$ cat src/rtl/stf_stream_gen_if.sv
// stf_stream_gen_if: AXI-Stream style master handshake bundle for the STF sample stream.
//   m_tvalid : sample valid (master -> slave)
//   m_tready : downstream ready (slave -> master)
//   m_tdata  : complex sample, I in upper SAMPLE_W bits, Q in lower SAMPLE_W bits
//   m_tlast  : final sample of a burst
// Modports: master (generator side), slave (consumer side).
interface stf_stream_gen_if #(
  parameter int unsigned SAMPLE_W = 16
);
  logic                    m_tvalid;
  logic                    m_tready;
  logic [2*SAMPLE_W-1:0]   m_tdata;
  logic                    m_tlast;

  modport master (
    output m_tvalid,
    output m_tdata,
    output m_tlast,
    input  m_tready
  );

  modport slave (
    input  m_tvalid,
    input  m_tdata,
    input  m_tlast,
    output m_tready
  );
endinterface

$ cat src/rtl/stf_stream_gen.sv
// stf_stream_gen: emits a burst of NUM_REP passes over a 16-entry complex (I,Q) table.
// Ports:
//   clk    : clock, rising edge
//   rstn   : synchronous active-low reset
//   start  : single-cycle burst request (honoured in idle only)
//   abort  : end the burst immediately, no done pulse
//   m      : stf_stream_gen_if.master stream (m_tvalid/m_tready/m_tdata/m_tlast)
//   busy   : burst in progress (RUN or DONE)
//   done   : one-cycle pulse after the last sample is accepted
// Optional feature macro STF_STREAM_GEN_WINDOW_EN: halves the amplitude of the first and
// last sample of each burst (boundary window).
module stf_stream_gen #(
  parameter int unsigned SAMPLE_W = 16,
  parameter int unsigned NUM_REP  = 10
) (
  input  logic                  clk,
  input  logic                  rstn,
  input  logic                  start,
  input  logic                  abort,
  stf_stream_gen_if.master      m,
  output logic                  busy,
  output logic                  done
);

  typedef enum logic [1:0] {StIdle, StRun, StDone} state_e;

  localparam int unsigned Shift   = 16 - SAMPLE_W;
  localparam logic [3:0]  LastRep = 4'(NUM_REP - 1);

  state_e      state_q, state_d;
  logic [3:0]  idx_q, idx_d;
  logic [3:0]  rep_q, rep_d;

  logic        run;
  logic        hs;
  logic        is_last;
  logic        win;
  logic [31:0] entry;
  logic signed [15:0] i_full, q_full, i_sh, q_sh;

  assign run     = (state_q == StRun);
  assign hs      = run && m.m_tready;
  assign is_last = (idx_q == 4'd15) && (rep_q == LastRep);

  // Entries 8..15 repeat 0..7, so only the low three index bits select the value.
  always_comb begin
    entry = 32'h0;
    unique case (idx_q[2:0])
      3'd0: entry = {16'hfd0e, 16'hfd0e};
      3'd1: entry = {16'h0000, 16'hfbd6};
      3'd2: entry = {16'h02f2, 16'hfd0e};
      3'd3: entry = {16'h042a, 16'h0000};
      3'd4: entry = {16'h02f2, 16'h02f2};
      3'd5: entry = {16'h0000, 16'h042a};
      3'd6: entry = {16'hfd0e, 16'h02f2};
      3'd7: entry = {16'hfbd6, 16'h0000};
      default: entry = 32'h0;
    endcase
  end

`ifdef STF_STREAM_GEN_WINDOW_EN
  assign win = ((rep_q == 4'd0) && (idx_q == 4'd0)) || is_last;
`else
  assign win = 1'b0;
`endif

  always_comb begin
    i_full = $signed(entry[31:16]);
    q_full = $signed(entry[15:0]);
    i_sh   = i_full >>> Shift;
    q_sh   = q_full >>> Shift;
    if (win) begin
      i_sh = i_sh >>> 1;
      q_sh = q_sh >>> 1;
    end
  end

  // Outputs are decoded from registered state, so data/last hold while stalled.
  assign m.m_tvalid = run;
  assign m.m_tlast  = run && is_last;
  assign m.m_tdata  = run ? {i_sh[SAMPLE_W-1:0], q_sh[SAMPLE_W-1:0]} : '0;
  assign busy       = (state_q != StIdle);
  assign done       = (state_q == StDone);

  always_comb begin
    state_d = state_q;
    idx_d   = idx_q;
    rep_d   = rep_q;
    unique case (state_q)
      StIdle: begin
        if (start && !abort) state_d = StRun;
      end
      StRun: begin
        if (abort) begin
          state_d = StIdle;
          idx_d   = 4'd0;
          rep_d   = 4'd0;
        end else if (hs) begin
          if (is_last) begin
            state_d = StDone;
            idx_d   = 4'd0;
            rep_d   = 4'd0;
          end else begin
            idx_d = idx_q + 4'd1;
            if (idx_q == 4'd15) rep_d = rep_q + 4'd1;
          end
        end
      end
      StDone: begin
        state_d = StIdle;
        idx_d   = 4'd0;
        rep_d   = 4'd0;
      end
      default: begin
        state_d = StIdle;
        idx_d   = 4'd0;
        rep_d   = 4'd0;
      end
    endcase
  end

  always_ff @(posedge clk) begin
    if (!rstn) begin
      state_q <= StIdle;
      idx_q   <= 4'd0;
      rep_q   <= 4'd0;
    end else begin
      state_q <= state_d;
      idx_q   <= idx_d;
      rep_q   <= rep_d;
    end
  end

endmodule

$ cat src/flat_wrapper.sv
// flat-port wrapper written by rule: the top's interface ports become plain ports
module stf_stream_gen_flat 
#(
  parameter int unsigned SAMPLE_W = 16,
  parameter int unsigned NUM_REP  = 10
)
  (clk, rstn, start, abort, busy, done, m_m_tvalid, m_m_tdata, m_m_tlast, m_m_tready);
  stf_stream_gen_if #(.SAMPLE_W(SAMPLE_W)) m_i ();
  input  logic clk;
  input  logic rstn;
  input  logic start;
  input  logic abort;
  output logic busy;
  output logic done;
  output wire logic [$bits(m_i.m_tvalid)-1:0] m_m_tvalid;
  output wire logic [$bits(m_i.m_tdata)-1:0] m_m_tdata;
  output wire logic [$bits(m_i.m_tlast)-1:0] m_m_tlast;
  input wire logic [$bits(m_i.m_tready)-1:0] m_m_tready;
  assign m_m_tvalid = m_i.m_tvalid;
  assign m_m_tdata = m_i.m_tdata;
  assign m_m_tlast = m_i.m_tlast;
  assign m_i.m_tready = m_m_tready;
  stf_stream_gen #(.SAMPLE_W(SAMPLE_W), .NUM_REP(NUM_REP)) u_core (.clk(clk), .rstn(rstn), .start(start), .abort(abort), .m(m_i), .busy(busy), .done(done));
endmodule
$ cat config.mk
export PLATFORM = sky130hd
export DESIGN_NAME = stf_stream_gen_flat
export DESIGN_NICKNAME = d
export VERILOG_FILES = /design/src/rtl/stf_stream_gen_if.sv /design/src/rtl/stf_stream_gen.sv /design/src/flat_wrapper.sv
export SDC_FILE = /design/constraint.sdc
export NUM_CORES = 1
export LEC_CHECK = 0
export ABC_AREA = 1
export CORE_AREA = 2 2 76 78
export CTS_CLUSTER_SIZE = 10
export DETAILED_ROUTE_END_ITERATION = 8
export DIE_AREA = 0 0 78 80
export PLACE_DENSITY = 0.5
export SLEW_MARGIN = 10
export SYNTH_ARGS = -nofsm -noshare
export SYNTH_HDL_FRONTEND = slang
export SYNTH_SLANG_ARGS = --single-unit
$ cat constraint.sdc
create_clock -name clk -period 1.9 [get_ports clk]
set_input_delay 0.38 -clock clk [delete_from_list [all_inputs] [get_ports clk]]
set_output_delay 0.38 -clock clk [all_outputs]
set_load 0.005 [all_outputs]
# Word-level counts from Yosys, hierarchy flattened
# Memories as Yosys holds them, arrays and structs flattened. A register that Yosys moved wholly into a read port is not among the register bits.
# Cells that the tools add are included.
dict set report word_totals {
  ff_bits 10
  out_inout_bits 36
  in_bits 5
  n_memories 1
  word_cells 42
  rom_bits 240
}
dict set report op_classes {
  eq_ne 8
  n_bitwise 1
  n_mux 17
  addsub 2
  n_reduce_logical 10
}
# name words word_bits rd rd_ports_with_merged_regs write_ports line
set mem_list {}
lappend mem_list {{(name not given)} 8 30 1 1 0 stf_stream_gen.sv:48} ;# unique case (idx_q[2:0])
# operator n
set op_table {}
lappend op_table {{32-bit 2-to-1 mux} 1}
lappend op_table {{4-bit 2-to-1 mux} 7}
lappend op_table {{4-bit one-hot mux with 2 select lines} 2}
lappend op_table {{4-bit by 1-bit adder with 4-bit output (second input constant)} 2}
lappend op_table {{4-bit equality test (second input constant)} 2}
lappend op_table {{2-bit 2-to-1 mux} 4}
lappend op_table {{3-bit 2-to-1 mux} 2}
lappend op_table {{3-bit != test (second input constant)} 2}
lappend op_table {{3-bit AND reduction} 2}
lappend op_table {{1-bit logical AND} 4}
lappend op_table {{4-bit != test (second input constant)} 1}
lappend op_table {{2-bit one-hot mux with 2 select lines} 1}
lappend op_table {{2-bit by 1-bit equality test with 1-bit output (second input constant)} 1}
lappend op_table {{2-bit equality test (second input constant)} 1}
lappend op_table {{2-bit zero test} 1}
lappend op_table {{2-bit by 1-bit != test with 1-bit output (second input constant)} 1}
lappend op_table {{2-bit AND reduction} 1}
lappend op_table {{2-bit nonzero test} 1}
lappend op_table {{1-bit zero test} 1}
lappend op_table {{1-bit NOT} 1}

# Longest topological paths before layout
dict set report depth {
  ltp_word 8
  ltp_mapped 11
  depth_no_buf 11
}

# Least setup slack after synthesis
# Ideal clock, no wire load.
dict set report synth_path {
  path_type {reg2reg}
  startpoint {register u_core.idx_q[0]}
  endpoint {register u_core.entry[26] (netlist name)}
  setup_ps 113
  arrival_time_ps 1482
  n_path_buf 0
  period_less_slack_ps 1595
  path_stages_with_launch 10
  t_required_ps 1787
  path_slack_ps 305
  cell_sequence {dfxtp_1 -> ha_1 -> nand3_1 -> nor2_1 -> nor2_1 -> nand2_2 -> a21oi_4 -> ha_1 -> nand2_1 -> nand2_1}
}
dict set report synth_via {
  elab_chain_len 8
}
# element line
set synth_lines {}
lappend synth_lines {{start, declared} stf_stream_gen.sv:31} ;# logic [3:0] idx_q, idx_d;
lappend synth_lines {{start signal, assigned} stf_stream_gen.sv:129} ;# idx_q <= idx_d;
lappend synth_lines {{parallel branches: the longest is 6 deep, another holds 4-bit by 1-bit adder with 4-bit output} --}
lappend synth_lines {{3-bit 2-to-1 mux (no source line) (*) (2 in a row)} --}
# Every way passes the cells marked *. The select of a mux whose other input is x is not followed.
# A chain may end at the register's enable or synchronous reset.

# Worst setup path after layout
dict set report layout_path {
  startpoint {register u_core.state_q[1]}
  endpoint {output port m_m_tdata[1]}
}
dict set report layout_via {
  elab_chain_len 2
}
# element line
set layout_lines {}
lappend layout_lines {{start, declared} stf_stream_gen.sv:30} ;# state_e state_q, state_d;
lappend layout_lines {{start signal, assigned} stf_stream_gen.sv:124} ;# state_q <= StIdle;
lappend layout_lines {{start signal, assigned} stf_stream_gen.sv:128} ;# state_q <= state_d;
lappend layout_lines {{2-bit by 1-bit equality test with 1-bit output} stf_stream_gen.sv:41} ;# assign run = (state_q == StRun);
lappend layout_lines {{32-bit 2-to-1 mux} stf_stream_gen.sv:81} ;# assign m.m_tdata = run ? {i_sh[SAMPLE_W-1:0], q_sh[SAMPLE_W-1:0]} : '0;
lappend layout_lines {{end, declared} flat_wrapper.sv:16} ;# output wire logic [$bits(m_i.m_tdata)-1:0] m_m_tdata;
# No other way between the ends.

==> out/metrics.cfg <==
[finish]
syn2layout_area_growth_pct = 51.5
diodes = 0
drive_gt1_frac = 0.266
nets = 225

[sta]
fmax_mhz = 546
setup_viol = 0
rsz0062_at_grt = false
slew_violations = 0
fin_hold_ws_ps = 501
skew_ps = 2.14
final.period_utilization = 0.964
post-route-min-period_ps = 1830
hold_viol = 0

[route]
wl_per_cell_um = 9.14
drt_iter0_drc = 42
drc = 0
firstDrtPassIters = 4
viasPerCell = 3.83
vias = 1095
routed_wl_mm = 2.61
drt.antenna.violating_nets = 0

[setup_path]
worst-r2r-cell-count = 10
cpPeakStageDelay_ps = 500
cp.depth = 5
critPathMaxFanout = 9
path_class = flip-flop to primary output
critPathLaunchType = flip-flop
path_cells = inv_2 -> nand2_4 -> buf_8 -> nor2_1 -> clkdlybuf4s50_1
path_delay_family = buffers and inverters
cp_data_required_time_ps = 1520
cp_num_buf_inv = 3
slowest_stage = clkdlybuf4s50_1
cp.arrival_ps = 1450
critPathCaptureType = primary output

[clocking]
cts_tree = done
cts_sinks = 20
root_buffer = clkbuf_8
clock_latency_ps = 260
h-tree-depth = 1
clkTransAtPathRegs_ps = 80
clockBufferDepth = 2
cts_buffers = 3

[synthesis]
netlist_area_um2 = 1220
synth_area_leaders = dfxtp_1 (33%), buf_4 (13%), inv_1 (8.9%)
synth_seq_cells = 20
synth_seq_area_share = 0.327
synthCells = 170
yosysTopAreaCellShare = 0.327
synth_cell_types = 24
netlist.top_cell.by_area = dfxtp_1
postSynthAreaPerCell_um2 = 7.20
ys_top_cells_by_count = inv_1 (29), nand2_1 (25), buf_4 (22)
synth_flop_cell = dfxtp_1
yosysMostFrequentCell = inv_1
synth_edf_count = 0
ys_async_sr_fraction = 0
yosysWarnings = 0

[placement]
port-buffer-count = 38
place_hpwl_mm = 2.06
place_congestion = 0.764

[power_and_ir_drop]
cellLeakagePower_uw = 0.00109
finalPower_uw = 1450
powerDensity_nw_per_um2 = 781
vdd_ir_drop_max_mv = 0.303

[floorplan]
core_area_um2 = 5410
initial_core_util = 0.226
die_y_um = 80
die_w_um = 78
dieArea_um2 = 6240
ios = 41
row_count = 27

[global_route]
grt_pass1_wl_mm = 4.17
grt_pass1_vias = 981
grt_overflow = 0
grt_max_degree = 13
antenna_found_initial = 0
grt.total_usage = 0.0838

[run]
cap_violations = 0

[worst_hold_path]
hold_path_class = flip-flop to flip-flop
whs_path_depth = 2

[outcome]
status = finished clean

==> worst register-to-register path: stages, from the launching register on <==
cell	delay [ps]
dfxtp_2	340
ha_2	180
nand3_1	120
buf_4	130
nor2_1	40
nor2_1	140
nand2_2	120
a21oi_4	140
ha_1	250
nand2_1	70
nand2_1	50
==> power breakdown <==
group / switching, uW / internal, uW / total [uW] / leakage, uW
sequential: 16.1 / 459 / 475 / 0.000164
combinational: 261 / 289 / 549 / 0.000895
clock: 143 / 281 / 424 / 0.0000357
total: 420 / 1030 / 1450 / 0.00109
==> per-stage QoR <==
stage          utilization  instances  worst slack (ps)  instance area (um^2)  TNS (ps)
3_5_place_dp         0.311        278             -98.3                  1680      -618
4_1_cts              0.330        284             -23.6                  1780      -191
6_report             0.343        286              67.8                  1850         0
3_3_place_gp         0.311        278             -68.6                  1680      -448
2_1_floorplan            -        171               305                  1230         0
5_1_grt              0.343        286              5.28                  1850         0
==> metal layers <==
metal	GRT usage	wire, um
met1	0.105	1240
met2	0.137	1180
met3	0.0158	160
met4	0.0421	34
met5	0	0
==> sequential cells by signal, summed over array words and instances, names as in the netlist <==
signal	cells
u_core.state_q	2
u_core.idx_q	4
u_core.rep_q	4
u_core.entry	10
==> final timing paths <==
kind | from | endpoint | slack [ps]
hold / removal | u_core.idx_q[3] | u_core.idx_q[3] | 500
hold reg to reg | u_core.idx_q[3] | u_core.idx_q[3] | 500
setup reg to reg | u_core.idx_q[1] | u_core.entry[26] | 220
setup / recovery | u_core.state_q[1] | m_m_tdata[1] | 70
==> final cells by class <==
type,instances,area [um^2]
Clock inverter,1,30.0
Fill cell,587,3550
Tap cell,72,90.1
Inverter,32,120
Clock buffer,3,41.3
Sequential cell,20,404
Multi-Input combinational cell,96,581
Timing Repair Buffer,62,588
==> logic make-up after synthesis <==
kind of cell,count (synthesis),synth area share
xor gates and xnor gates,2,0.0143
buffers and inverters,55,0.236
AOI/OAI and AO/OA,16,0.0767
and+or+nand+nor,71,0.291
DFF,20,0.327
other,1,0.00306
adders and majority gates,5,0.0511
==> what timing repair did <==
item,CTS,global route
endpoints found under the setup margin,32,21
buffers inserted,2,2
hold buffers,0,0
gates resized for setup,22,19
pin swaps,1,0
==> cell usage in the layout, fill, tap and decap left out, drive strengths merged, types with 10 or more instances in the layout <==
cell	n
inv	32
nand2	30
buf	24
dfxtp	20
nor2	20
nand3	18
clkdlybuf4s50	15
dlymetal6s2s	13
dlygate4sd2	10
a21oi	10
Note: power is estimated with default switching activity, not from simulation.
